$ cat config.mk
export PLATFORM = sky130hd
export DESIGN_NAME = game_sequencer
export DESIGN_NICKNAME = d
export VERILOG_FILES = /design/src/rtl/ttt_pkg.sv /design/src/rtl/first_empty.sv /design/src/rtl/win_condition.sv /design/src/rtl/game_sequencer.sv
export SDC_FILE = /design/constraint.sdc
export NUM_CORES = 1
export LEC_CHECK = 0
export BUFFER_PORTS_ARGS = -buffer_cell sky130_fd_sc_hd__buf_2
export CAP_MARGIN = 20
export CORE_MARGIN = 4
export CORE_UTILIZATION = 53
export DETAILED_ROUTE_END_ITERATION = 12
export PLACE_DENSITY = 0.88
export SYNTH_ARGS = -nofsm -noshare
export SYNTH_HDL_FRONTEND = slang
export SYNTH_SLANG_ARGS = --single-unit
export TNS_END_PERCENT = 1
$ cat constraint.sdc
create_clock -name clk -period 2.4 [get_ports clk]
set_input_delay 0.6 -clock clk [delete_from_list [all_inputs] [get_ports clk]]
set_output_delay 0.6 -clock clk [all_outputs]
set_load 0.01 [all_outputs]
$ cat src/rtl/ttt_pkg.sv
// Shared encodings and helpers for the tic-tac-toe turn controller.
package ttt_pkg;

    typedef enum logic [1:0] {
        S_HUMAN = 2'd0,
        S_BOT   = 2'd1,
        S_CHECK = 2'd2,
        S_OVER  = 2'd3
    } state_t;

    localparam int         CELLS     = 9;
    localparam logic [3:0] MAX_MOVES = 4'd9;

    // True when exactly one cell bit is set.
    function automatic logic is_onehot(input logic [CELLS-1:0] v);
        return (v != '0) && ((v & (v - CELLS'(1))) == '0);
    endfunction

endpackage

$ cat src/rtl/first_empty.sv
// Picks the lowest-index free cell as a one-hot vector (zero when the board is full).
module first_empty
    import ttt_pkg::*;
(
    input  logic [CELLS-1:0] free,
    output logic [CELLS-1:0] sel
);

    // Two's-complement isolate-lowest-set-bit.
    assign sel = free & (~free + CELLS'(1));

endmodule

$ cat src/rtl/win_condition.sv
// Flags any completed line (3 rows, 3 columns, 2 diagonals) on one player's board.
module win_condition
    import ttt_pkg::*;
(
    input  logic [CELLS-1:0] board,
    output logic             win
);

    assign win = (&board[2:0]) | (&board[5:3]) | (&board[8:6])
               | (board[0] & board[3] & board[6])
               | (board[1] & board[4] & board[7])
               | (board[2] & board[5] & board[8])
               | (board[0] & board[4] & board[8])
               | (board[2] & board[4] & board[6]);

endmodule

$ cat src/rtl/game_sequencer.sv
// Registered turn controller: owns both occupancy boards, accepts one legal move
// per turn, commits the bot suggestion after a settle delay and latches game over.
module game_sequencer
    import ttt_pkg::*;
#(
    parameter bit BOT_FIRST = 1'b0,
    parameter int BOT_DELAY = 2
) (
    input  logic             clk,
    input  logic             rs,
    input  logic             new_game,
    input  logic             mv_valid,
    input  logic [CELLS-1:0] mv_cell,
    input  logic [CELLS-1:0] bot_cell,
    output logic [CELLS-1:0] red_q,
    output logic [CELLS-1:0] green_q,
    output logic             rt,
    output logic             gt,
    output logic             rw,
    output logic             gw,
    output logic             draw,
    output logic             err,
    output logic [3:0]       move_cnt
);

    localparam state_t     ST_START = BOT_FIRST ? S_BOT : S_HUMAN;
    localparam logic [3:0] DLY_LAST = 4'(BOT_DELAY - 1);

    state_t           state_q, state_d;
    logic             last_q, last_d;
    logic [3:0]       dly_q, dly_d;
    logic [CELLS-1:0] red_d, green_d;
    logic [3:0]       cnt_d;
    logic             rw_d, gw_d, draw_d, err_d;

    logic [CELLS-1:0] occ, free, fb_cell, bot_pick;
    logic             red_line, green_line, mv_legal, bot_ok;

    assign occ  = red_q | green_q;
    assign free = ~occ;

    first_empty u_first_empty (
        .free (free),
        .sel  (fb_cell)
    );

    win_condition u_red_win (
        .board (red_q),
        .win   (red_line)
    );

    win_condition u_green_win (
        .board (green_q),
        .win   (green_line)
    );

    assign mv_legal = is_onehot(mv_cell) && ((occ & mv_cell) == '0);
    assign bot_ok   = is_onehot(bot_cell) && ((occ & bot_cell) == '0);
    // A zero, multi-hot or occupied suggestion falls back to the lowest free cell.
    assign bot_pick = bot_ok ? bot_cell : fb_cell;

    assign rt = (state_q == S_HUMAN);
    assign gt = (state_q == S_BOT);

    always_comb begin
        state_d = state_q;
        last_d  = last_q;
        dly_d   = 4'd0;
        red_d   = red_q;
        green_d = green_q;
        cnt_d   = move_cnt;
        rw_d    = rw;
        gw_d    = gw;
        draw_d  = draw;
        err_d   = 1'b0;

        if (new_game) begin
            state_d = ST_START;
            last_d  = 1'b0;
            red_d   = '0;
            green_d = '0;
            cnt_d   = 4'd0;
            rw_d    = 1'b0;
            gw_d    = 1'b0;
            draw_d  = 1'b0;
        end else begin
            case (state_q)
                S_HUMAN: begin
                    if (mv_valid) begin
                        if (mv_legal) begin
                            red_d   = red_q | mv_cell;
                            cnt_d   = move_cnt + 4'd1;
                            last_d  = 1'b0;
                            state_d = S_CHECK;
                        end else begin
                            err_d = 1'b1;
                        end
                    end
                end
                S_BOT: begin
                    // dly_q is zero on entry, so the commit lands BOT_DELAY edges later.
                    if (dly_q == DLY_LAST) begin
                        green_d = green_q | bot_pick;
                        cnt_d   = move_cnt + 4'd1;
                        last_d  = 1'b1;
                        state_d = S_CHECK;
                    end else begin
                        dly_d = dly_q + 4'd1;
                    end
                end
                S_CHECK: begin
                    if (red_line) begin
                        rw_d    = 1'b1;
                        state_d = S_OVER;
                    end else if (green_line) begin
                        gw_d    = 1'b1;
                        state_d = S_OVER;
                    end else if (move_cnt == MAX_MOVES) begin
                        draw_d  = 1'b1;
                        state_d = S_OVER;
                    end else begin
                        state_d = last_q ? S_HUMAN : S_BOT;
                    end
                end
                S_OVER: begin
                    state_d = S_OVER;
                end
                default: begin
                    state_d = ST_START;
                end
            endcase
        end
    end

    always_ff @(posedge clk or posedge rs) begin
        if (rs) begin
            state_q  <= ST_START;
            last_q   <= 1'b0;
            dly_q    <= 4'd0;
            red_q    <= '0;
            green_q  <= '0;
            move_cnt <= 4'd0;
            rw       <= 1'b0;
            gw       <= 1'b0;
            draw     <= 1'b0;
            err      <= 1'b0;
        end else begin
            state_q  <= state_d;
            last_q   <= last_d;
            dly_q    <= dly_d;
            red_q    <= red_d;
            green_q  <= green_d;
            move_cnt <= cnt_d;
            rw       <= rw_d;
            gw       <= gw_d;
            draw     <= draw_d;
            err      <= err_d;
        end
    end

endmodule

==> metrics, run 1 <==
GRT Overall Usage 26.3%; CTS root buffer clkbuf_8; Worst EP required 2.57 ns; Post-Route WL 6290 um; Peak VDD IR 0.288 mV; die footprint 0.00493 mm2; Routed wire per std cell 18.0 um; initial antenna violation count 0; starting density of the core 55.6%; die outline height 70.2 um; post-synthesis net count 245; CTS tree built; ys flop type dfrtp_1; Met3 Wirelength 648 um; max-slew violations 0; H-Tree Depth 2; Worst Tran Pin Value 0.585 ns; Power, Total 1.47 mW; number of synthesized flops with an enable pin 0; Synth area leaders dfrtp_1, a22o_1, nor2_1; Worst EP arrival 2.52 ns; most frequent cell after synthesis dfrtp_1; Final Hold Viols 0; Synth warnings 0; clk_skew 0.00861 ns; Mapped Cells 219; flop2flop setup slack 0.23 ns; # port buffers 49; Die W 70.2 um; fin crit share 97.7%; leakage 1.38 nW; share of the synthesized area in the top cell type 40.3%; cts hold-fix bufs 0; unrepaired setup endpoints after global routing no; fin util 73.9%; DR vias 2,291; Met1 Wirelength 2390 um; CTS clk-pin slew, worst paths 0.07 ns; CTS Buf Count 5; DR vias/cell 6.56; max_slew headroom 60.7%; max cap viols 0; crit path time final 2.35 ns; status completed; largest net degree at the start of global routing 34; pwr dens 537 mW/mm2; CP startpoint kind input pin; clock buffer depth 2; Nets 326; Setup TNS Final 0 ns; first-pass GRT wire length 10,300 um; Clk Latency, worst-skew pair 0.29 ns; core area 0.00369 mm2; clk sinks 33; proportion of layout cells with a drive suffix above 1 36.5%; ys async rst share 100%; DR top layer met4; HPWL Detailed 4470 um; WS Path Type input pin to flop; FMAX 426 MHz; Antenna diodes 0; sequential share of the synthesized area 40.3%; First-pass DRT Iterations 6; # DRC 0; gr ovfl total 0; Area Overhead vs Synth 33.0%; critical path fanouts, max 8; met2 WL 3010 um; Reg2Reg Launch Point green_q[2]; mean area per synthesized cell 9.36 um2; GPL Wtd Cong 0.897; worst hold path type input pin to asynchronous set/reset pin; crit path capture type flop; count of cell types in the netlist 53; #FFs+latches synth 33; initial drt markers 208; Post-synth top cells dfrtp_1, nor2_1, a22o_1; vias in the first global route 2,142; post-synthesis cell area 0.00205 mm2; Antenna Nets Post-Route 0; top cell type by total area after synthesis dfrtp_1; final setup fails 0; site row count 22; Top-Level Pins 50; start point of the critical path mv_cell[3]
## final cells by class
class / instances / area (um2)
multi-input cells: 167 / 1190
well taps: 48 / 60.1
fillers: 265 / 961
flip-flops and latches: 33 / 826
clock buffers: 7 / 86.3
inverters: 11 / 41.3
repair buffers: 82 / 493
clock inverters: 1 / 30.0
## worst paths after layout
check	end	cells past startpoint
setup reg to reg	move_cnt[2]	7
setup / recovery	move_cnt[2]	7
hold / removal	dly_q[3]	3
max in group asynchronous	red_q[5]	3
hold reg to reg	dly_q[0]	1
min in group clk	dly_q[0]	1
## cells by family after synthesis
family,count (synthesis),share of synthesized area (%)
simple gates,84,21.9
xor+xnor,2,0.854
flops,33,40.3
fa+ha+maj,4,2.44
mux,3,1.46
compound gates,74,29.2
buf+inv,19,3.84
## placed cells by master (no fill, tap or decap), types with 3 or more instances in the layout
| master | count |
|---|---|
| a211oi_2 | 3 |
| nor3b_1 | 3 |
| nand3_1 | 7 |
| or4_4 | 3 |
| o31ai_1 | 3 |
| a21oi_1 | 7 |
| mux2i_1 | 3 |
| dfrtp_1 | 33 |
| ha_1 | 4 |
| clkbuf_8 | 6 |
| or2_2 | 3 |
| a21o_1 | 3 |
| o41ai_1 | 4 |
| buf_2 | 49 |
| a22o_1 | 20 |
| o21ai_0 | 8 |
| a22oi_1 | 5 |
| inv_1 | 11 |
| nor3_1 | 10 |
| nand2_1 | 14 |
| nor2_1 | 24 |
| buf_4 | 33 |
| o221ai_1 | 3 |
## state kept, by name, indices dropped and copies added (netlist names)
signal    count
draw          1
move_cnt      4
rw            1
last_q        1
gw            1
err           1
dly_q         4
red_q         9
green_q       9
state_q       2
## routing by layer
metal,vias up,track usage (%)
met5,-,0
met4,0,11.1
met3,27,7.05
met2,144,41.6
met1,1112,34.0
li1,1008,-
## through the flow
stage	std cells	hold slack (ns)	setup slack, ns	instance area, um2
finish	349	0.387	0.0549	2730
detailed placement	341	0.491	-0.222	2570
floorplan	219	0.461	-0.0428	2060
CTS	349	0.404	0.0406	2690
global route	349	0.433	0.00996	2730
global placement	341	0.486	-0.177	2570
## report_power, final
group | internal, mW | leakage (nW) | switching [mW]
Clock | 0.338 | 0.0585 | 0.203
Combinational | 0.133 | 0.864 | 0.165
Sequential | 0.586 | 0.458 | 0.0400
## repair_timing
| item | CTS | global route |
|---|---|---|
| resized for setup | 1 | 6 |
| pin swaps | 0 | 0 |
| setup buffers | 0 | 0 |
| setup endpoints to repair | 3 | 5 |
## critical path, cell delays in order
cell	delay, ns
buf_2	0.10
or4_4	0.57
or4_4	0.50
nand3_2	0.11
nand4_4	0.15
a21o_1	0.22
a211o_1	0.28
No activity file was read; power rests on OpenSTA's default activity.
==> inputs of run 2 (changes only) <==
--- a/config.mk
+++ b/config.mk
@@ -5,12 +5,13 @@
 export SDC_FILE = /design/constraint.sdc
 export NUM_CORES = 1
 export LEC_CHECK = 0
+export ABC_AREA = 1
 export BUFFER_PORTS_ARGS = -buffer_cell sky130_fd_sc_hd__buf_2
 export CAP_MARGIN = 20
 export CORE_MARGIN = 4
-export CORE_UTILIZATION = 53
+export CORE_UTILIZATION = 55
 export DETAILED_ROUTE_END_ITERATION = 12
-export PLACE_DENSITY = 0.88
+export PLACE_DENSITY = 0.89
 export SYNTH_ARGS = -nofsm -noshare
 export SYNTH_HDL_FRONTEND = slang
 export SYNTH_SLANG_ARGS = --single-unit
==> run 2 against run 1 <==
  * Final area fell by 0.46%
  * Core utilization fell by 7.0 points
  * Sequential power rose by 15%
  * Via count rose by 1.4%
  * Combinational power rose by 76%
  * Synthesized cell count rose by 53%
  * Worst hold slack improved by 0.0017 ns
  * Cell count rose by 26%
  * Wire length fell by 8.6%
  * Critical endpoint is now green_q[1]
  * Largest cell class unchanged
==> metrics, run 2 <==
status completed (unchanged); top cell type by total area after synthesis dfrtp_1 (unchanged); count of cell types in the netlist 33 (was 53); proportion of layout cells with a drive suffix above 1 24.9% (was 36.5%); CTS clk-pin slew, worst paths 0.07 ns (about the same); register area 826 um2 (unchanged); Post-synth top cells nand2_1, inv_1, nor2_1 (was dfrtp_1, nor2_1, a22o_1); critical path fanouts, max 10 (was 8); #FFs+latches synth 33 (unchanged); max cap viols 0 (unchanged); GRT Overall Usage 24.1% (was 26.3%); Top-Level Pins 50 (unchanged); ys flop type dfrtp_1 (unchanged); site row count 23 (was 22); initial antenna violation count 0 (unchanged); final setup fails 0 (unchanged); post-synthesis net count 361 (was 245); Nets 415 (was 326); sequential share of the synthesized area 35.5% (was 40.3%); Routed wire per std cell 13.1 um (was 18.0 um); Post-Route WL 5740 um (was 6290 um); CTS Buf Count 5 (unchanged); # DRC 0 (unchanged); CTS resizes 0 (was 1); Power, Total 1.66 mW (was 1.47 mW); commonest non-fill, non-tap cell in the layout nand2_1 (was buf_2); most frequent cells in the layout nand2_1, buf_2, inv_1, nor2_1, dfrtp_1 (was buf_2, dfrtp_1, buf_4, nor2_1, a22o_1); Area Overhead vs Synth 16.7% (was 33.0%); Top Family by Delay on Critical Path simple AND/OR/NAND/NOR gates (unchanged); Worst EP required 2.60 ns (was 2.57 ns); Worst Tran Pin Value 0.432 ns (was 0.585 ns); post-CTS setup buffer count 0 (unchanged); unrepaired setup endpoints after global routing no (unchanged); slowest stage delay, CP 0.45 ns (was 0.57 ns); CP Buf/Inv Count 0 (was 1); H-Tree Depth 2 (unchanged); Mapped Cells 335 (was 219); CTS root buffer clkbuf_8 (unchanged); initial drt markers 160 (was 208); fin crit share 76.6% (was 97.7%); Antenna diodes 0 (unchanged); DR vias/cell 5.29 (was 6.56); First-pass DRT Iterations 4 (was 6); clk_skew 0.00911 ns (was 0.00861 ns); number of synthesized flops with an enable pin 0 (unchanged); Peak VDD IR 0.500 mV (was 0.288 mV); Antenna Nets Post-Route 0 (unchanged); filler instances 348 (was 265); gr ovfl total 0 (unchanged); crit path cell chain nor2_1, nor2_1, nor2_1, nand3_4, nor2_8, nand3_4, nand2_1, nand3_1, a21oi_1 (was buf_2, or4_4, or4_4, nand3_2, nand4_4, a21o_1, a211o_1); share of the synthesized area in the top cell type 35.5% (was 40.3%); clk sinks 33 (unchanged); biggest regs green_q: 9 flops, red_q: 9 flops (unchanged); crit path capture type flop (unchanged); max_slew headroom 71.1% (was 60.7%); worst hold path type input pin to asynchronous set/reset pin (unchanged); FMAX 544 MHz (was 426 MHz); CTS tree built (unchanged); Die W 73.0 um (was 70.2 um); HPWL Detailed 4450 um (was 4470 um); crit-path most repeated cell nor2_1 (was or4_4); Final Hold Viols 0 (unchanged); WS Path Type flop to flop (was input pin to flop); pre-CTS setup slack 0.377 ns (was -0.222 ns); CP max-delay cell dfrtp_1 (was or4_4); Synth area leaders dfrtp_1, nand2_1, inv_1 (was dfrtp_1, a22o_1, nor2_1); GPL Wtd Cong 1.00 (was 0.897); vias in the first global route 2,240 (was 2,142); CP startpoint kind flop (was input pin); largest net degree at the start of global routing 34 (unchanged); most frequent cell after synthesis nand2_1 (was dfrtp_1); first-pass GRT wire length 10,100 um (was 10,300 um); mean area per synthesized cell 6.94 um2 (was 9.36 um2); cts hold-fix bufs 0 (unchanged); # port buffers 49 (unchanged); post-synthesis cell area 0.00233 mm2 (was 0.00205 mm2); pwr dens 610 mW/mm2 (was 537 mW/mm2); DR vias 2,324 (was 2,291); max-slew violations 0 (unchanged); ys async rst share 100% (unchanged); clock buffer depth 2 (unchanged); multi-input gate area in the final layout 0.00129 mm2 (was 0.00119 mm2); core area 0.00406 mm2 (was 0.00369 mm2); leakage 1.44 nW (was 1.38 nW); die outline height 73.0 um (was 70.2 um); Clk Latency, worst-skew pair 0.28 ns (was 0.29 ns); Setup TNS Final 0 ns (unchanged); starting density of the core 57.3% (was 55.6%); worst setup margin 0.561 ns (was 0.0549 ns); die footprint 0.00533 mm2 (was 0.00493 mm2); Worst EP arrival 2.04 ns (was 2.52 ns); crit path time final 1.84 ns (was 2.35 ns); Synth warnings 0 (unchanged)
run 2: changes by cell type in the layout (fill, tap and decap cells not counted), sizes merged, moves of 5 or more:
| cell | before | now |
|---|---|---|
| buf | 82 | 52 |
| a22o | 20 | 0 |
| nor2 | 26 | 47 |
| nand4 | 2 | 15 |
| inv | 11 | 48 |
| o21ai | 8 | 38 |
| nand2 | 14 | 91 |
| a21oi | 7 | 12 |
| nand3 | 8 | 28 |
| nor3 | 11 | 2 |
run 2: power by group:
part	switching [mW]	internal, mW
Combinational	0.336	0.188
Clock	0.188	0.227
Sequential	0.0958	0.621
Total	0.620	1.04
run 2: cells by family after synthesis:
family | Yosys count | synth area share [%]
AO/OA/AOI/OAI | 58 | 14.5
buffers and inverters | 53 | 8.93
flip-flops | 33 | 35.5
XOR/XNOR | 2 | 0.753
AND/OR/NAND/NOR | 185 | 38.1
adder cells (fa/ha/maj) | 4 | 2.15
run 2: area by class of cell:
type | count | share of cell area, %
multi-input combinational | 249 | 47.6
sequential | 33 | 30.4
clock buffer | 7 | 3.18
inverter | 48 | 6.64
timing repair buffer | 52 | 9.86
tap | 50 | 2.30
run 2: worst min-delay path, cell delays in order:
cell and delay (ns):
buf_2 0.09, inv_1 0.04, buf_4 0.37
run 2: path summary, 6_finish.rpt:
check                      startpoint          to  slack (ns)  cells after the start
min                                rs    red_q[0]        0.39                      3
min in group clk               last_q      last_q        0.48                      2
min reg2reg                    last_q      last_q        0.48                      2
max                          red_q[8]  green_q[1]        0.56                      9
max in group asynchronous          rs  green_q[4]        1.70                      3
max reg2reg                  red_q[8]  green_q[1]        0.56                      9
run 2: metrics by stage:
stage	instances	area, um2	hold WS [ns]	util, %
2_1_floorplan	335	2330	0.442	-
3_3_place_gp	432	2630	0.462	64.8
3_5_place_dp	432	2630	0.464	64.8
4_1_cts	439	2720	0.404	66.9
5_1_grt	439	2720	0.429	66.9
6_report	439	2720	0.389	66.9
run 2: routing by layer:
metal	wire, um	GRT usage [%]	vias to the layer above
met5	0	0	-
met4	174	11.1	0
li1	-	-	1192
met1	2530	31.3	1022
met2	2710	38.7	90
met3	330	4.41	20
